### src/rtl/quiz_game_if.sv
// Quiz game bus: start/buttons/answer key in, question index, scores and status out.
interface quiz_game_if #(
  parameter int unsigned NUM_PLAYERS = 2,
  parameter int unsigned NUM_CHOICES = 4
);
  logic                               start;
  logic [NUM_PLAYERS*NUM_CHOICES-1:0] btn_n;
  logic [3:0]                         q_ans;
  logic [3:0]                         q_idx;
  logic [NUM_PLAYERS*4-1:0]           score;
  logic [NUM_PLAYERS-1:0]             lockout;
  logic                               round_active;
  logic [1:0]                         winner;
  logic                               game_over;
  logic                               beep;

  modport master (
    output start, btn_n, q_ans,
    input  q_idx, score, lockout, round_active, winner, game_over, beep
  );

  modport slave (
    input  start, btn_n, q_ans,
    output q_idx, score, lockout, round_active, winner, game_over, beep
  );
endinterface

### src/rtl/quiz_game_core.sv
// Multi-player quiz buzzer core: first valid press is judged, scores to WIN_SCORE.
// Optional per-question answer timeout enabled by defining QUIZ_TIMEOUT_EN.
module quiz_game_core #(
  parameter int unsigned NUM_PLAYERS    = 2,
  parameter int unsigned NUM_CHOICES    = 4,
  parameter int unsigned NUM_QUESTIONS  = 10,
  parameter int unsigned WIN_SCORE      = 5,
  parameter int unsigned TIMEOUT_CYCLES = 1000000
) (
  input  logic         clk,
  input  logic         rst_n,
  quiz_game_if.slave   bus
);

  localparam int unsigned NUM_BTN = NUM_PLAYERS * NUM_CHOICES;
  localparam int unsigned PW      = 2;
  localparam int unsigned CW      = 3;
  localparam int unsigned SW      = 4;

  localparam logic [2:0] S_IDLE  = 3'd0;
  localparam logic [2:0] S_ASK   = 3'd1;
  localparam logic [2:0] S_JUDGE = 3'd2;
  localparam logic [2:0] S_NEXT  = 3'd3;
  localparam logic [2:0] S_OVER  = 3'd4;

  logic [2:0]                       r_state;
  logic [2:0]                       w_state_nxt;
  logic [NUM_BTN-1:0]               r_btn_s1;
  logic [NUM_BTN-1:0]               r_btn_s2;
  logic [NUM_BTN-1:0]               r_btn_prev;
  logic [PW-1:0]                    r_player;
  logic [CW-1:0]                    r_choice;
  logic [NUM_PLAYERS-1:0][SW-1:0]   r_score;
  logic [NUM_PLAYERS-1:0]           r_lockout;
  logic [3:0]                       r_q_idx;
  logic [1:0]                       r_winner;
  logic                             r_round_active;
  logic                             r_game_over;
  logic                             r_beep;

  logic [NUM_BTN-1:0]               w_fall;
  logic [NUM_BTN-1:0]               w_lock_mask;
  logic [NUM_BTN-1:0]               w_cand;
  logic                             w_hit;
  logic [PW-1:0]                    w_sel_p;
  logic [CW-1:0]                    w_sel_c;
  logic [NUM_PLAYERS-1:0]           w_player_oh;
  logic                             w_correct;
  logic                             w_all_locked;
  logic                             w_any_win;
  logic [1:0]                       w_win_idx;
  logic                             w_timeout;

  // Press = falling edge on the synchronised button, masked by lockout
  assign w_fall = r_btn_prev & ~r_btn_s2;
  assign w_cand = w_fall & ~w_lock_mask;

  always_comb begin
    w_lock_mask = '0;
    for (int p = 0; p < NUM_PLAYERS; p++) begin
      for (int c = 0; c < NUM_CHOICES; c++) begin
        w_lock_mask[p*NUM_CHOICES + c] = r_lockout[p];
      end
    end
  end

  // Flat bit order gives lowest player first, then lowest choice
  always_comb begin
    w_hit   = 1'b0;
    w_sel_p = '0;
    w_sel_c = '0;
    for (int p = 0; p < NUM_PLAYERS; p++) begin
      for (int c = 0; c < NUM_CHOICES; c++) begin
        if (!w_hit && w_cand[p*NUM_CHOICES + c]) begin
          w_hit   = 1'b1;
          w_sel_p = PW'(p);
          w_sel_c = CW'(c);
        end
      end
    end
  end

  always_comb begin
    w_player_oh = '0;
    for (int p = 0; p < NUM_PLAYERS; p++) begin
      w_player_oh[p] = (r_player == PW'(p));
    end
  end

  assign w_correct    = ((SW'(r_choice) + 4'd1) == bus.q_ans);
  assign w_all_locked = &(r_lockout | w_player_oh);

  always_comb begin
    w_any_win = 1'b0;
    w_win_idx = '0;
    for (int p = NUM_PLAYERS - 1; p >= 0; p--) begin
      if (r_score[p] == SW'(WIN_SCORE)) begin
        w_any_win = 1'b1;
        w_win_idx = 2'(p);
      end
    end
  end

`ifdef QUIZ_TIMEOUT_EN
  localparam int unsigned TW = $clog2(TIMEOUT_CYCLES + 1);
  logic [TW-1:0] r_tmo_cnt;

  // Holds across JUDGE so a wrong answer does not restart the window
  always_ff @(posedge clk or negedge rst_n) begin
    if (!rst_n) begin
      r_tmo_cnt <= '0;
    end else if (r_state == S_ASK) begin
      r_tmo_cnt <= r_tmo_cnt + TW'(1);
    end else if (r_state != S_JUDGE) begin
      r_tmo_cnt <= '0;
    end
  end

  assign w_timeout = (r_tmo_cnt == TW'(TIMEOUT_CYCLES - 1));
`else
  logic w_unused_tmo;
  assign w_unused_tmo = (TIMEOUT_CYCLES == 0);
  assign w_timeout    = 1'b0;
`endif

  always_ff @(posedge clk or negedge rst_n) begin
    if (!rst_n) r_state <= S_IDLE;
    else        r_state <= w_state_nxt;
  end

  always_comb begin
    w_state_nxt = r_state;
    case (r_state)
      S_IDLE:  if (bus.start) w_state_nxt = S_ASK;
      S_ASK: begin
        if (w_hit)          w_state_nxt = S_JUDGE;
        else if (w_timeout) w_state_nxt = S_NEXT;
      end
      S_JUDGE: begin
        if (w_correct || w_all_locked) w_state_nxt = S_NEXT;
        else                           w_state_nxt = S_ASK;
      end
      S_NEXT:  w_state_nxt = w_any_win ? S_OVER : S_ASK;
      S_OVER:  if (bus.start) w_state_nxt = S_ASK;
      default: w_state_nxt = S_IDLE;
    endcase
  end

  always_ff @(posedge clk or negedge rst_n) begin
    if (!rst_n) begin
      r_btn_s1       <= '1;
      r_btn_s2       <= '1;
      r_btn_prev     <= '1;
      r_player       <= '0;
      r_choice       <= '0;
      r_score        <= '0;
      r_lockout      <= '0;
      r_q_idx        <= '0;
      r_winner       <= '0;
      r_round_active <= 1'b0;
      r_game_over    <= 1'b0;
      r_beep         <= 1'b0;
    end else begin
      r_btn_s1       <= bus.btn_n;
      r_btn_s2       <= r_btn_s1;
      r_btn_prev     <= r_btn_s2;
      r_round_active <= (w_state_nxt == S_ASK);
      r_game_over    <= (w_state_nxt == S_OVER);
      r_beep         <= ((r_state == S_JUDGE) && w_correct) || (w_state_nxt == S_OVER);
      case (r_state)
        S_IDLE, S_OVER: begin
          if (bus.start) begin
            r_score   <= '0;
            r_lockout <= '0;
            r_q_idx   <= '0;
            r_winner  <= '0;
          end
        end
        S_ASK: begin
          if (w_hit) begin
            r_player <= w_sel_p;
            r_choice <= w_sel_c;
          end
        end
        S_JUDGE: begin
          for (int p = 0; p < NUM_PLAYERS; p++) begin
            if (w_player_oh[p]) begin
              if (!w_correct)                       r_lockout[p] <= 1'b1;
              else if (r_score[p] < SW'(WIN_SCORE)) r_score[p]   <= r_score[p] + 4'd1;
            end
          end
        end
        S_NEXT: begin
          r_lockout <= '0;
          r_q_idx   <= (r_q_idx == 4'(NUM_QUESTIONS - 1)) ? 4'd0 : r_q_idx + 4'd1;
          if (w_any_win) r_winner <= w_win_idx;
        end
        default: ;
      endcase
    end
  end

  assign bus.q_idx        = r_q_idx;
  assign bus.score        = r_score;
  assign bus.lockout      = r_lockout;
  assign bus.round_active = r_round_active;
  assign bus.winner       = r_winner;
  assign bus.game_over    = r_game_over;
  assign bus.beep         = r_beep;

endmodule

### src/flat_wrapper.sv
// flat-port wrapper written by rule: the top's interface ports become plain ports
module quiz_game_core_flat 
#(
  parameter int unsigned NUM_PLAYERS    = 2,
  parameter int unsigned NUM_CHOICES    = 4,
  parameter int unsigned NUM_QUESTIONS  = 10,
  parameter int unsigned WIN_SCORE      = 5,
  parameter int unsigned TIMEOUT_CYCLES = 1000000
)
  (clk, rst_n, bus_start, bus_btn_n, bus_q_ans, bus_q_idx, bus_score, bus_lockout, bus_round_active, bus_winner, bus_game_over, bus_beep);
  quiz_game_if #(.NUM_PLAYERS(NUM_PLAYERS), .NUM_CHOICES(NUM_CHOICES)) bus_i ();
  input  logic clk;
  input  logic rst_n;
  input wire logic [$bits(bus_i.start)-1:0] bus_start;
  input wire logic [$bits(bus_i.btn_n)-1:0] bus_btn_n;
  input wire logic [$bits(bus_i.q_ans)-1:0] bus_q_ans;
  output wire logic [$bits(bus_i.q_idx)-1:0] bus_q_idx;
  output wire logic [$bits(bus_i.score)-1:0] bus_score;
  output wire logic [$bits(bus_i.lockout)-1:0] bus_lockout;
  output wire logic [$bits(bus_i.round_active)-1:0] bus_round_active;
  output wire logic [$bits(bus_i.winner)-1:0] bus_winner;
  output wire logic [$bits(bus_i.game_over)-1:0] bus_game_over;
  output wire logic [$bits(bus_i.beep)-1:0] bus_beep;
  assign bus_i.start = bus_start;
  assign bus_i.btn_n = bus_btn_n;
  assign bus_i.q_ans = bus_q_ans;
  assign bus_q_idx = bus_i.q_idx;
  assign bus_score = bus_i.score;
  assign bus_lockout = bus_i.lockout;
  assign bus_round_active = bus_i.round_active;
  assign bus_winner = bus_i.winner;
  assign bus_game_over = bus_i.game_over;
  assign bus_beep = bus_i.beep;
  quiz_game_core #(.NUM_PLAYERS(NUM_PLAYERS), .NUM_CHOICES(NUM_CHOICES), .NUM_QUESTIONS(NUM_QUESTIONS), .WIN_SCORE(WIN_SCORE), .TIMEOUT_CYCLES(TIMEOUT_CYCLES)) u_core (.clk(clk), .rst_n(rst_n), .bus(bus_i));
endmodule
### config.mk
export PLATFORM = sky130hd
export DESIGN_NAME = quiz_game_core_flat
export DESIGN_NICKNAME = d
export VERILOG_FILES = /design/src/rtl/quiz_game_if.sv /design/src/rtl/quiz_game_core.sv /design/src/flat_wrapper.sv
export SDC_FILE = /design/constraint.sdc
export NUM_CORES = 1
export LEC_CHECK = 0
export CORE_ASPECT_RATIO = 1.75
export CORE_MARGIN = 2
export CORE_UTILIZATION = 40
export DETAILED_ROUTE_END_ITERATION = 10
export PLACE_DENSITY = 0.66
export SLEW_MARGIN = 20
export SYNTH_ARGS = -nofsm -noshare
export SYNTH_HDL_FRONTEND = slang
export SYNTH_SLANG_ARGS = --single-unit
### constraint.sdc
create_clock -name clk -period 3.15 [get_ports clk]
set_clock_uncertainty 0.05 [all_clocks]
set_input_delay 0.315 -clock clk [delete_from_list [all_inputs] [get_ports clk]]
set_output_delay 0.315 -clock clk [all_outputs]
set_load 0.005 [all_outputs]
==> metrics <==
status=finished, violations left; failing checks=DRC; vias in the first global route=1407; post-synthesis sequential area ratio=0.588; Worst Setup SP=u_core.r_choice[0]; CTS sink count=48; CTS max path bufs=2; layout cell share with drive strength beyond 1=0.212; final setup fails=0; antenna violation net count after detailed routing=0; post-synthesis xor/xnor area fraction=0.0126; Leak=1.09 nW; reg2reg setup slack=1.15 ns; post-place setup slack=1.04 ns; drt drc=2; CP Class=register to register; hold buffers post-CTS=0; via count=1409; FF-to-FF End=u_core.bus.score[2]; switching power=0.596 mW; CP Capture Type=register; Yosys reg bits=48; All-Layer GR Usage=0.144; largest cells by area after synthesis=dfstp_2, dfrtp_1, ha_1; Int Power=1.17 mW; Critical Path Sink=u_core.bus.score[2]; Reg power frac=0.460; Switching Share=0.338; Cell Area, Synth=2090 µm²; number of CTS-inserted buffers=5; Synth Flop Type=dfstp_2; largest net degree at the start of global routing=46; M1 wire length=1480 µm; largest area contributor in the netlist=dfstp_2; Hold/Removal Path Class=primary input to asynchronous set/reset pin; routed wl met3=180 µm; Async S/R FF share, synth=1.00; Final Hold Vio Count=0; fin nets=240; Clk Latency, worst-skew pair=0.31 ns; Relative slew margins=0.363; I/O pins=34; crit path DAT=2.14 ns; Setup TNS Final=0 ns; via density per instance=5.20; final non-filler cell total=271; Initial Util=0.417; initial antenna violation count=0; Pre-antenna DRT Iters=7; post-layout instance area=2590 µm²; final wirelength=3620 µm; CTS tree=built; Final Cycle Share=0.633; RSZ-0062 raised after global routing=false; Worst R2R Start=u_core.r_choice[0]; Comb pwr share=0.301; clk slew on worst S/H paths=0.09 ns; Post-DP Area=2480 µm²; largest family of logic cells by synthesized area=simple AND/OR/NAND/NOR gates; Area Growth Syn to Fin=23.7%; H-tree depth=2; PwrDens=681 nW/µm²; placed cell count=263; setup ws final=1.15 ns; Post-synth EDFFs=0; max_cap viols=0; multiplexer share of the synthesized area=0.00478; maximum vdd drop=0.000345 V; Synth top area share=0.301; site row count=34; CP Max Fanout=9; highest routed layer=met4; Clock Power Share=0.239; total gr overflow=0; synth unique cells=46; fmax=0.501 GHz; routability cong.=0.737; Avg Cell Area, Syn=11.8 µm²; Post-DP HPWL=2660 µm; fillers=461; met2 WL=1880 µm; Synth Area in Compound Gates=0.151; core footprint=5020 µm²; Slew Viols, Final=0; post-synth net total=201; worst slew pin tran=0.955 ns; final total power=1.76 mW; Synth Area in Adders=0.0538; first-pass GRT wire length=6360 µm; Root Driver=clkbuf_8; Critical Path Start Type=register; PortBufs=32; cts repair resizes=0; Post-CTS Setup Inserts=0; n_diodes=0; die width=58.7 µm; cells after synthesis=177; Worst EP required=3.29 ns; Die H=99.7 µm; Register-to-Register Path Depth=6; Tmin final=2.00 ns; post-synthesis simple-gate area fraction=0.165; Ys Warns=0; DR iter-0 viols=40; wire per inst=13.4 µm; die area=5850 µm²
-- cell families (layout without fill, tap and decap cells) --
logic type | Yosys count | after routing
AND/OR/NAND/NOR | 57 | 57
flip-flops | 48 | 48
AO/OA/AOI/OAI | 46 | 46
buffers and inverters | 12 | 52
adder cells (fa/ha/maj) | 9 | 9
XOR/XNOR | 3 | 3
other | 1 | 1
multiplexers | 1 | 1
-- cell usage after synthesis, types with 2 or more instances --
library cell	n
dfrtp_1	24
dfstp_2	24
o21ai_0	18
nand2_1	14
inv_1	10
ha_1	9
nor2_1	8
nand2b_1	7
a21oi_1	6
nor2b_1	6
a32o_1	4
a31oi_1	3
nand4_1	3
o21ai_1	3
a211oi_1	2
a31o_1	2
and4_2	2
nand3_1	2
nand3b_1	2
xor2_1	2
-- area by class of cell --
type	instances	area (µm²)	area share
Sequential cell	48	1230	0.476
Multi-Input combinational cell	117	813	0.314
Timing Repair Buffer	34	330	0.128
Clock buffer	6	93.8	0.0362
Tap cell	54	67.6	0.0261
Inverter	10	37.5	0.0145
Clock inverter	2	15.0	0.00580
-- worst min path at each step --
| stage | start | cells after the start | slack, ns | endpoint |
|---|---|---|---|---|
| after global routing | rst_n | 1 | 0.18 | u_core.r_choice[0] |
| after detailed placement | u_core.r_btn_s1[1] | 0 | 0.30 | u_core.r_btn_s2[1] |
| after CTS | rst_n | 1 | 0.15 | u_core.r_choice[0] |
| after floorplan | rst_n | 0 | -0.03 | u_core.bus.beep |
| final | rst_n | 1 | 0.11 | u_core.bus.score[0] |
| after global placement | u_core.r_btn_s1[4] | 0 | 0.30 | u_core.r_btn_s2[4] |
-- routing by layer --
layer  GRT usage  up-vias
met1       0.165      671
li1            -      702
met3      0.0390        5
met4      0.0682        0
met2       0.243       31
met5           0        -
-- cells in the final DEF, fill, tap and decap left out, types with 2 or more instances in the layout --
cell type and count:
clkdlybuf4s50_1 31, dfrtp_1 24, dfstp_2 24, o21ai_0 18, nand2_1 14, inv_1 10
ha_1 9, nor2_1 8, nand2b_1 7, nor2b_1 6, a21oi_1 6, clkbuf_8 5
a32o_1 4, a31oi_1 3, o21ai_1 3, nand4_1 3, xor2_1 2, nand3b_1 2
nand3_1 2, and4_2 2, a211oi_1 2, a31o_1 2, buf_4 2
-- critical path, cell delays in order, from the launching register on --
cell,delay (ns)
dfrtp_1,0.42
ha_1,0.31
xor2_1,0.16
or4_4,0.48
nor2_8,0.17
and4_2,0.23
a211oi_1,0.07
-- metrics by stage --
stage	hold WS, ns	utilization
6_report	0.110	0.516
5_1_grt	0.179	0.516
4_1_cts	0.150	0.516
3_5_place_dp	0.297	0.494
3_3_place_gp	0.296	0.494
2_1_floorplan	-0.0306	-
-- power groups by stage --
stage,clock network [mW],registers (mW),logic (mW)
after floorplan,0,0.798,0.362
after global placement,0,0.820,0.528
after detailed placement,0,0.822,0.537
after CTS,0.439,0.811,0.539
after global routing,0.465,0.827,0.613
final,0.422,0.810,0.530
-- sequential cells by signal, indices dropped and copies added, names as in the netlist --
signal                   flops
u_core.r_btn_s1              8
u_core.bus.game_over         1
u_core.bus.round_active      1
u_core.r_btn_s2              8
u_core.bus.score             8
u_core.bus.beep              1
u_core.bus.winner            1
u_core.r_player              1
u_core.r_choice              2
u_core.r_btn_prev            8
u_core.r_state               3
u_core.bus.lockout           2
u_core.bus.q_idx             4
Note: power is estimated with default switching activity, not from simulation.
